[src/rtl/modn_updown_counter_if.sv]
// Button, switch and LED signals of the mod-N up/down counter.
// The bench (or board wrapper) drives through master; the counter uses slave.
interface modn_updown_counter_if #(
    parameter int WIDTH = 4
);
    logic             btn_step;
    logic             dir;
    logic             en;
    logic             clr;
    logic [WIDTH-1:0] count;
    logic             carry;
    logic             terminal;

    modport master (
        output btn_step,
        output dir,
        output en,
        output clr,
        input  count,
        input  carry,
        input  terminal
    );

    modport slave (
        input  btn_step,
        input  dir,
        input  en,
        input  clr,
        output count,
        output carry,
        output terminal
    );
endinterface

[src/rtl/modn_updown_counter.sv]
// Mod-N up/down counter stepped by a synchronised, debounced push-button,
// with enable, synchronous clear, a registered wrap pulse and a terminal flag.
module modn_updown_counter #(
    parameter int WIDTH           = 4,
    parameter int MODULUS         = 4,
    parameter int DEBOUNCE_CYCLES = 1_000_000
) (
    input  logic                      clk,
    input  logic                      rst,
    modn_updown_counter_if.slave      bus
);
    localparam int DW = $clog2(DEBOUNCE_CYCLES) + 1;
    localparam logic [DW-1:0]    DCNT_LAST = DW'(DEBOUNCE_CYCLES - 1);
    localparam logic [WIDTH-1:0] CNT_LAST  = WIDTH'(MODULUS - 1);

    generate
        if (WIDTH < 1 || WIDTH > 16) begin : g_bad_width
            $error("modn_updown_counter: WIDTH must be in 1..16");
        end
        if (MODULUS < 2 || MODULUS > (1 << WIDTH)) begin : g_bad_modulus
            $error("modn_updown_counter: MODULUS must be in 2..2**WIDTH");
        end
        if (DEBOUNCE_CYCLES < 1) begin : g_bad_debounce
            $error("modn_updown_counter: DEBOUNCE_CYCLES must be at least 1");
        end
    endgenerate

    logic             s1_q, s2_q;
    logic             db_level_q, db_level_d;
    logic             db_dly_q;
    logic [DW-1:0]    dcnt_q, dcnt_d;
    logic [WIDTH-1:0] count_q, count_d;
    logic             carry_q, carry_d;
    logic             press;

    always_ff @(posedge clk or posedge rst) begin
        if (rst) begin
            s1_q <= 1'b0;
            s2_q <= 1'b0;
        end else begin
            s1_q <= bus.btn_step;
            s2_q <= s1_q;
        end
    end

    // Any bounce back to the accepted level restarts the stable-time count.
    always_comb begin
        db_level_d = db_level_q;
        dcnt_d     = dcnt_q;
        if (s2_q == db_level_q) begin
            dcnt_d = '0;
        end else if (dcnt_q == DCNT_LAST) begin
            db_level_d = ~db_level_q;
            dcnt_d     = '0;
        end else begin
            dcnt_d = dcnt_q + 1'b1;
        end
    end

    always_ff @(posedge clk or posedge rst) begin
        if (rst) begin
            db_level_q <= 1'b0;
            db_dly_q   <= 1'b0;
            dcnt_q     <= '0;
        end else begin
            db_level_q <= db_level_d;
            db_dly_q   <= db_level_q;
            dcnt_q     <= dcnt_d;
        end
    end

    assign press = db_level_q & ~db_dly_q;

    // Clear beats a same-cycle press; wrap points are explicit compares.
    always_comb begin
        count_d = count_q;
        carry_d = 1'b0;
        if (bus.clr) begin
            count_d = '0;
        end else if (press && bus.en) begin
            if (bus.dir) begin
                if (count_q == CNT_LAST) begin
                    count_d = '0;
                    carry_d = 1'b1;
                end else begin
                    count_d = count_q + 1'b1;
                end
            end else begin
                if (count_q == '0) begin
                    count_d = CNT_LAST;
                    carry_d = 1'b1;
                end else begin
                    count_d = count_q - 1'b1;
                end
            end
        end
    end

    always_ff @(posedge clk or posedge rst) begin
        if (rst) begin
            count_q <= '0;
            carry_q <= 1'b0;
        end else begin
            count_q <= count_d;
            carry_q <= carry_d;
        end
    end

    assign bus.count    = count_q;
    assign bus.carry    = carry_q;
    assign bus.terminal = bus.dir ? (count_q == CNT_LAST) : (count_q == '0);
endmodule

[src/flat_wrapper.sv]
// flat-port wrapper written by rule: the top's interface ports become plain ports
module modn_updown_counter_flat 
#(
    parameter int WIDTH           = 4,
    parameter int MODULUS         = 4,
    parameter int DEBOUNCE_CYCLES = 1_000_000
)
  (clk, rst, bus_btn_step, bus_dir, bus_en, bus_clr, bus_count, bus_carry, bus_terminal);
  modn_updown_counter_if #(.WIDTH(WIDTH)) bus_i ();
  input  logic clk;
  input  logic rst;
  input wire logic [$bits(bus_i.btn_step)-1:0] bus_btn_step;
  input wire logic [$bits(bus_i.dir)-1:0] bus_dir;
  input wire logic [$bits(bus_i.en)-1:0] bus_en;
  input wire logic [$bits(bus_i.clr)-1:0] bus_clr;
  output wire logic [$bits(bus_i.count)-1:0] bus_count;
  output wire logic [$bits(bus_i.carry)-1:0] bus_carry;
  output wire logic [$bits(bus_i.terminal)-1:0] bus_terminal;
  assign bus_i.btn_step = bus_btn_step;
  assign bus_i.dir = bus_dir;
  assign bus_i.en = bus_en;
  assign bus_i.clr = bus_clr;
  assign bus_count = bus_i.count;
  assign bus_carry = bus_i.carry;
  assign bus_terminal = bus_i.terminal;
  modn_updown_counter #(.WIDTH(WIDTH), .MODULUS(MODULUS), .DEBOUNCE_CYCLES(DEBOUNCE_CYCLES)) u_core (.clk(clk), .rst(rst), .bus(bus_i));
endmodule
[config.mk]
export PLATFORM = sky130hd
export DESIGN_NAME = modn_updown_counter_flat
export DESIGN_NICKNAME = d
export VERILOG_FILES = /design/src/rtl/modn_updown_counter_if.sv /design/src/rtl/modn_updown_counter.sv /design/src/flat_wrapper.sv
export SDC_FILE = /design/constraint.sdc
export NUM_CORES = 1
export LEC_CHECK = 0
export CORE_MARGIN = 2
export CORE_UTILIZATION = 40
export CTS_CLUSTER_DIAMETER = 80
export DETAILED_ROUTE_END_ITERATION = 7
export PLACE_DENSITY_LB_ADDON = 0.1
export RECOVER_POWER = 25
export SKIP_CTS_REPAIR_TIMING = 1
export SYNTH_ARGS = -nofsm -noshare
export SYNTH_HDL_FRONTEND = slang
export SYNTH_SLANG_ARGS = --single-unit
[constraint.sdc]
create_clock -name clk -period 4.6 [get_ports clk]
set_clock_uncertainty 0.2 [all_clocks]
set_input_delay 0.69 -clock clk [delete_from_list [all_inputs] [get_ports clk]]
set_output_delay 0.69 -clock clk [all_outputs]
set_load 0.01 [all_outputs]
After elaboration in Yosys (flattened, before gate mapping)
Cells that the tools add are included.

Bits in registers: 30. Input port bits: 6. Output and inout bits: 6. Word-level logic and storage cells: 34.

Mux-type cells: 13. Equality and inequality tests: 3. $add $sub $neg: 3. Bitwise logic cells: 4. Reductions and logical operators: 4.

Operator list (count): $mux W21 (2); $add A21 B1 Y21 const B (1); $eq A21 B20 Y1 const B (1); $mux W4 (5); $mux W1 (6); $add A4 B1 Y4 const B (1); $eq A4 B2 Y1 const B (1); $logic_not A4 Y1 (1); $sub A4 B1 Y4 const B (1); $not A1 Y1 (3); $reduce_and A2 Y1 (1); $reduce_bool A2 Y1 (1); $and A1 B1 Y1 (1); $eq A1 B1 Y1 (1); $logic_and A1 B1 Y1 (1).

Longest topological paths before layout
Gate-level depths: netlist of the first run.

Depth after elaboration: 5. Gate-level depth with buffers: 6.

Worst setup path before layout of the first run
No wires, ideal clock.

Kind: register to register. Start: register u_core.dcnt_q[13]. End: register u_core.db_level_q. Required time: 4275 ps. Setup time: 125 ps. Stages on the path, launching flop included: 5. Data arrival time: 1915 ps. Period minus slack after synthesis: 2240 ps. Setup slack: 2360 ps. Cells stage by stage: dfrtp_1 or4b_1 or4_4 nor3_1 mux2_2.

Word-level cells in the longest chain between the ends: 2.

RTL lines: start, declared (RTL line modn_updown_counter.sv:31) `logic [DW-1:0] dcnt_q, dcnt_d;`; start signal, assigned (RTL line modn_updown_counter.sv:68) `dcnt_q <= dcnt_d;`; $eq A21 B20 Y1 (RTL line modn_updown_counter.sv:52) `end else if (dcnt_q == DCNT_LAST) begin`; $reduce_and A2 Y1 (no source line); end signal, assigned (RTL line modn_updown_counter.sv:66) `db_level_q <= db_level_d;`; end, declared (RTL line modn_updown_counter.sv:29) `logic db_level_q, db_level_d;`.

No other way between the ends. A chain may end at the register's enable or synchronous reset.

Worst setup path after layout of the first run
Start: input bus_dir. End: output bus_terminal.

Word-level cells in the longest chain between the ends: 1.

RTL lines: start, declared (RTL line flat_wrapper.sv:13) `input wire logic [$bits(bus_i.dir)-1:0] bus_dir;`; $mux W1 (RTL line modn_updown_counter.sv:111) `assign bus.terminal = bus.dir ? (count_q == CNT_LAST) : (count_q == '0);`; end, declared (RTL line flat_wrapper.sv:18) `output wire logic [$bits(bus_i.terminal)-1:0] bus_terminal;`.

No other way between the ends.

==> qor.yml, run 1 <==
coreArea_sq_mm: 0.00372
grt_overflow: 0
routed_via_density: 5.63
fmax_ghz: 0.318
root_buffer: "clkbuf_8"
relSlewSlack_pct: 25.6
cp-start-kind: "input pin"
dp_cells: 212
finalSetupTns_ns: 0
grt_pass1_wl_um: 5340
hp-class: "register to register"
ys_seq_elements: 30
cts_tree: "built"
finalMaxSlewViolations: 0
sw_frac_of_total_pct: 20.5
totalWireLength_um: 3010
seq_area_frac_synth_pct: 48.0
grt_setup_unrepaired: "no"
min_from: "u_core.s1_q"
syn_nets: 167
dieArea_sq_mm: 0.00443
internal_power_uw: 437
grt_max_degree: 31
antenna_found_initial: 0
cp_max_fo: 7
seq_power_share_pct: 49.0
worstPathRequired_ns: 3.71
ant_nets: 0
final_cell_count_no_fill: 220
ys_types: 37
clock_latency_ns: 0.28
synth_edf_count: 0
cts_buffers: 5
dieWidth_um: 66.6
avgRoutedWirePerCell_um: 13.7
pwr-share-clk_pct: 46.9
grt_usage_pct: 15.9
synth_cells: 157
whs_ns: 0.163
gp_congestion: 0.778
drtPass1Iterations: 4
period_share_pct: 68.3
final_net_count: 181
worstSetupPathType: "input pin to output pin"
cts.sinks: 30
port_buffers: 11
timing.final.hold_violations: 0
clock_path_buffers: 2
finalSetupViolCount: 0
status: "completed"
pwr-share-comb_pct: 4.1
maxCapViolCount: 0
irDropWorstVdd_mv: 0.207
vias: 1238
regToRegStartpoint: "u_core.dcnt_q[13]"
power_per_cell_area_mw_per_mm2: 304
netlist_area_sq_mm: 0.00157
mostFrequentLayoutCells: "30 x dfrtp_1, 20 x nor2_1, 11 x a21oi_1, 11 x nand4_1, 10 x xor2_1"
final_core_util_pct: 48.8
power.static_leakage_uw: 0.000743
hpwl_um: 2110
synthFlopType: "dfrtp_1"
p_total_uw: 550
crit_arrival_ns: 2.25
tightest_slew_ns: 1.12
end_kind: "output pin"
min_period_ns: 3.14
first_global_vias: 1159
clkTransAtPathRegs_ns: 0.06
io_pins: 12
num_rows: 22
drive_above_1_share_pct: 8.14
drc: 0
cts_htree_levels: 2
start_util_pct: 42.1
ys_warn_count: 0
p_sw_uw: 113
postSynthAreaPerCell_sq_um: 9.97
drtIter0Drc: 80
die_h_um: 66.6
n_antenna_cell: 0
layout_commonest_cell: "dfrtp_1"
area_growth_pct: 15.7
startpoint: "bus_dir"
async_flop_share_pct: 100
[kinds of logic after synthesis]
kind of cell,count (synthesis),share of synthesized area [%]
xor+xnor,15,8.39
fa+ha+maj,4,3.20
mux,3,2.08
flops,30,48.0
simple gates,74,26.3
compound gates,22,8.95
buf+inv,9,3.12
[final timing paths]
| kind | cells after the start | slack (ns) | endpoint |
|---|---|---|---|
| worst max-delay path | 4 | 1.46 | bus_terminal |
| worst min-delay path | 0 | 0.16 | u_core.s2_q |
| worst max register to register | 4 | 1.92 | u_core.dcnt_q[9] |
| worst min register to register | 0 | 0.16 | u_core.s2_q |
| max in group asynchronous | 2 | 2.59 | u_core.dcnt_q[9] |
| min in group asynchronous | 2 | 0.94 | u_core.s1_q |
[final cells by class]
type | count | area, sq um
clock buffers | 7 | 76.3
multi-input cells | 118 | 766
inverters | 5 | 18.8
well taps | 48 | 60.1
clock inverters | 1 | 30.0
repair buffers | 11 | 110
flip-flops and latches | 30 | 751
fillers | 373 | 1900
[registers in the layout, indices dropped and copies added, names as in the netlist]
name / count
u_core.db_dly_q: 1
u_core.db_level_q: 1
u_core.dcnt_q: 21
u_core.bus.carry: 1
u_core.s2_q: 1
u_core.s1_q: 1
u_core.bus.count: 4
[worst max-delay path, cell delays in order]
cell and delay (ns):
dlygate4sd3_1 0.70, mux2i_1 0.12, nor3_1 0.17, clkdlybuf4s50_1 0.57
[stage by stage]
stage / area [sq um] / worst slack (ns)
floorplan: 1570 / 2.36
global placement: 1710 / 1.56
detailed placement: 1710 / 1.53
CTS: 1810 / 1.53
global route: 1810 / 1.35
finish: 1810 / 1.46
[synth_stat cells (2+ instances only)]
| master | n | area share, % |
|---|---|---|
| nor2_1 | 20 | 4.8 |
| xor2_1 | 10 | 5.6 |
| nor3_1 | 4 | 1.3 |
| a21oi_1 | 11 | 3.5 |
| inv_1 | 5 | 1.2 |
| ha_1 | 4 | 3.2 |
| or4_1 | 3 | 1.4 |
| o21ai_0 | 5 | 1.6 |
| or3_1 | 5 | 2.0 |
| nand4_1 | 11 | 4.4 |
| and3_1 | 3 | 1.2 |
| buf_6 | 2 | 1.4 |
| clkbuf_1 | 2 | 0.48 |
| nand3_1 | 5 | 1.6 |
| nand2_1 | 8 | 1.9 |
| nor3b_1 | 2 | 0.96 |
| nor4_1 | 3 | 1.2 |
| dfrtp_1 | 30 | 48 |
| xnor2_1 | 5 | 2.8 |
| mux2_2 | 2 | 1.4 |
[routing by layer]
| metal | up-vias | global-route usage [%] | wire [um] |
|---|---|---|---|
| li1 | 589 | - | - |
| met1 | 612 | 20.0 | 1390 |
| met2 | 30 | 25.6 | 1440 |
| met3 | 7 | 4.90 | 147 |
| met4 | 0 | 5.61 | 30 |
| met5 | - | 0 | 0 |
[power by group through the flow]
stage	Sequential, uW	Combinational (uW)	Clock, uW
6_report	270	22.6	258
5_1_grt	270	26.5	278
4_1_cts	269	24.4	264
3_5_place_dp	274	24.0	0
3_3_place_gp	274	23.2	0
2_1_floorplan	274	16.4	0
Power figures use the tool's default switching activity.
==> run 2: changes to the inputs <==
==> constraint.sdc (replaced) <==
create_clock -name clk -period 3.1 [get_ports clk]
set_clock_uncertainty 0.2 [all_clocks]
set_input_delay 0.465 -clock clk [delete_from_list [all_inputs] [get_ports clk]]
set_output_delay 0.465 -clock clk [all_outputs]
set_load 0.01 [all_outputs]
==> run 2 against run 1 <==
  * Sequential share of layout area rose by 0.20 points
  * Design area down 0.48%
  * Sequential power grew 48%
  * Hold slack got worse by 0.0024 ns
  * Sequential cell count unchanged
  * Largest cell class unchanged
  * Largest power group unchanged
==> qor.yml, run 2 (synthesis results as in run 1) <==
status: "completed"
pwr-share-comb_pct: 4.9  # +0.8 points
relSlewSlack_pct: 57.9  # +32 points
root_buffer: "clkbuf_8"
n_antenna_cell: 0  # unchanged
dieWidth_um: 66.6  # unchanged
pwr-share-clk_pct: 40.6  # -6.3 points
timing.critical_path.to: "bus_terminal"
fill_cells: 356  # -4.6%
r2r-end: "u_core.dcnt_q[3]"
gp_congestion: 0.765  # -1.7%
grt_pass1_wl_um: 5190  # -2.8%
startpoint: "bus_dir"
finalMaxSlewViolations: 0  # unchanged
finalSetupViolCount: 0  # unchanged
fmax_ghz: 0.382
placedInstanceArea_sq_mm: 0.00172  # +0.88%
cts_buffers: 5  # unchanged
internal_power_uw: 581  # +33%
start_util_pct: 42.1  # unchanged
ant_nets: 0  # unchanged
cp-start-kind: "input pin"
first_global_vias: 1123  # -3.1%
period_share_pct: 84.5
final_net_count: 183  # +1.1%
p_total_uw: 734  # +33%
hpwl_um: 2170  # +2.9%
io_pins: 12  # unchanged
worstRegToRegCells: 5  # +1
cp_slowest_stage_delay_ns: 0.62  # -0.08 ns
worstSetupPathType: "input pin to output pin"
drtPass1Iterations: 4  # unchanged
timing.final.hold_violations: 0  # unchanged
crit_top_cell: "clkdlybuf4s50_1"
min_period_ns: 2.62
grt_setup_unrepaired: "no"
sw_frac_of_total_pct: 20.8  # +0.28 points
regMostFlops: "u_core.dcnt_q"
seq_power_share_pct: 54.5  # +5.5 points
critPathSlowestCell: "clkdlybuf4s50_1"
mostFrequentLayoutCells: "30 x dfrtp_1, 20 x nor2_1, 11 x a21oi_1, 11 x nand4_1, 10 x xor2_1"
cp_max_fo: 7  # unchanged
hp-class: "register to register"
cts_htree_levels: 2  # unchanged
p_sw_uw: 153  # +35%
layout_commonest_cell: "dfrtp_1"
maxCapViolCount: 0  # unchanged
power.static_leakage_uw: 0.000739  # -0.49%
crit_arrival_ns: 1.95  # -0.30 ns
dieArea_sq_mm: 0.00443  # unchanged
regToRegStartpoint: "u_core.dcnt_q[13]"
path_cells: "clkdlybuf4s50_1 > mux2i_1 > nor3_1 > clkdlybuf4s50_1"
final_core_util_pct: 48.5  # -0.24 points
grt_overflow: 0  # unchanged
clkTransAtPathRegs_ns: 0.06  # about the same
r2r_slack_ns: 0.56  # -1.36 ns
irDropWorstVdd_mv: 0.240  # +16%
grt_max_degree: 17  # -45%
clock_path_buffers: 2  # unchanged
worstPathRequired_ns: 2.43  # -1.28 ns
drc: 0  # unchanged
coreArea_sq_mm: 0.00372  # unchanged
antenna_found_initial: 0  # unchanged
num_rows: 22  # unchanged
largest_reg_flops: 21  # unchanged
finalSetupTns_ns: 0  # unchanged
cts.sinks: 30  # unchanged
port_buffers: 11  # unchanged
drive_above_1_share_pct: 9.88  # +1.7 points
routed_via_density: 5.39  # -4.3%
drtIter0Drc: 108  # +35%
area_growth_pct: 15.2
tightest_slew_ns: 0.625  # -0.490 ns
vias: 1185  # -4.3%
clock_latency_ns: 0.27  # about the same
avgRoutedWirePerCell_um: 13.4  # -2.2%
postLayoutCellArea_sq_mm: 0.00180  # -0.48%
totalWireLength_um: 2940  # -2.2%
cts_tree: "built"
end_kind: "output pin"
die_h_um: 66.6  # unchanged
grt_usage_pct: 15.7  # -0.20 points
power_per_cell_area_mw_per_mm2: 407  # +34%
[run 2: changes by cell type in the layout (fill, tap and decap cells not counted), sizes merged]
cell,before,now
buf,0,2
clkdlybuf4s50,7,9
dlygate4sd3,4,2
bufinv,1,0
clkbuf,7,6
[run 2: worst min-delay path by stage]
stage	start	endpoint	slack [ns]	cells after the start
global route	u_core.s1_q	u_core.s2_q	0.17	0
CTS	u_core.s1_q	u_core.s2_q	0.16	0
finish	u_core.s1_q	u_core.s2_q	0.16	0
global placement	u_core.s1_q	u_core.s2_q	0.14	0
floorplan	u_core.s1_q	u_core.s2_q	0.13	0
detailed placement	u_core.s1_q	u_core.s2_q	0.15	0
[run 2: per-layer routing]
metal / vias up / wire [um] / GRT usage (%)
li1: 596 / - / -
met1: 566 / 1450 / 21.1
met2: 18 / 1350 / 23.6
met3: 5 / 96 / 4.05
met4: 0 / 45 / 6.89
met5: - / 0 / 0
[run 2: critical path, delay by kind of cell]
family	cells	cell delay, ns
and+or+nand+nor	1	0.18
buffers and inverters	2	1.19
muxes	1	0.11
[run 2: final cells by class]
cell class                 count  area [sq um]  share of cell area [%]
sequential                    30           751                    41.6
tap                           48          60.1                    3.33
timing repair buffer          13           125                    6.94
clock buffer                   6          82.6                    4.58
inverter                       5          18.8                    1.04
multi-input combinational    118           766                    42.5
[run 2: per-stage QoR]
| step | instances | hold WS (ns) | worst slack, ns |
|---|---|---|---|
| detailed placement | 214 | 0.152 | 0.467 |
| finish | 220 | 0.161 | 0.480 |
| CTS | 220 | 0.163 | 0.465 |
| global route | 220 | 0.172 | 0.346 |
| floorplan | 157 | 0.131 | 0.860 |
| global placement | 214 | 0.144 | 0.504 |
[run 2: power groups by stage]
stage	sequential [uW]	combinational, uW	clock, uW
floorplan	406	24.4	0
global placement	407	36.6	0
detailed placement	407	37.5	0
CTS	400	37.9	315
global route	400	41.2	325
finish	400	36.0	298
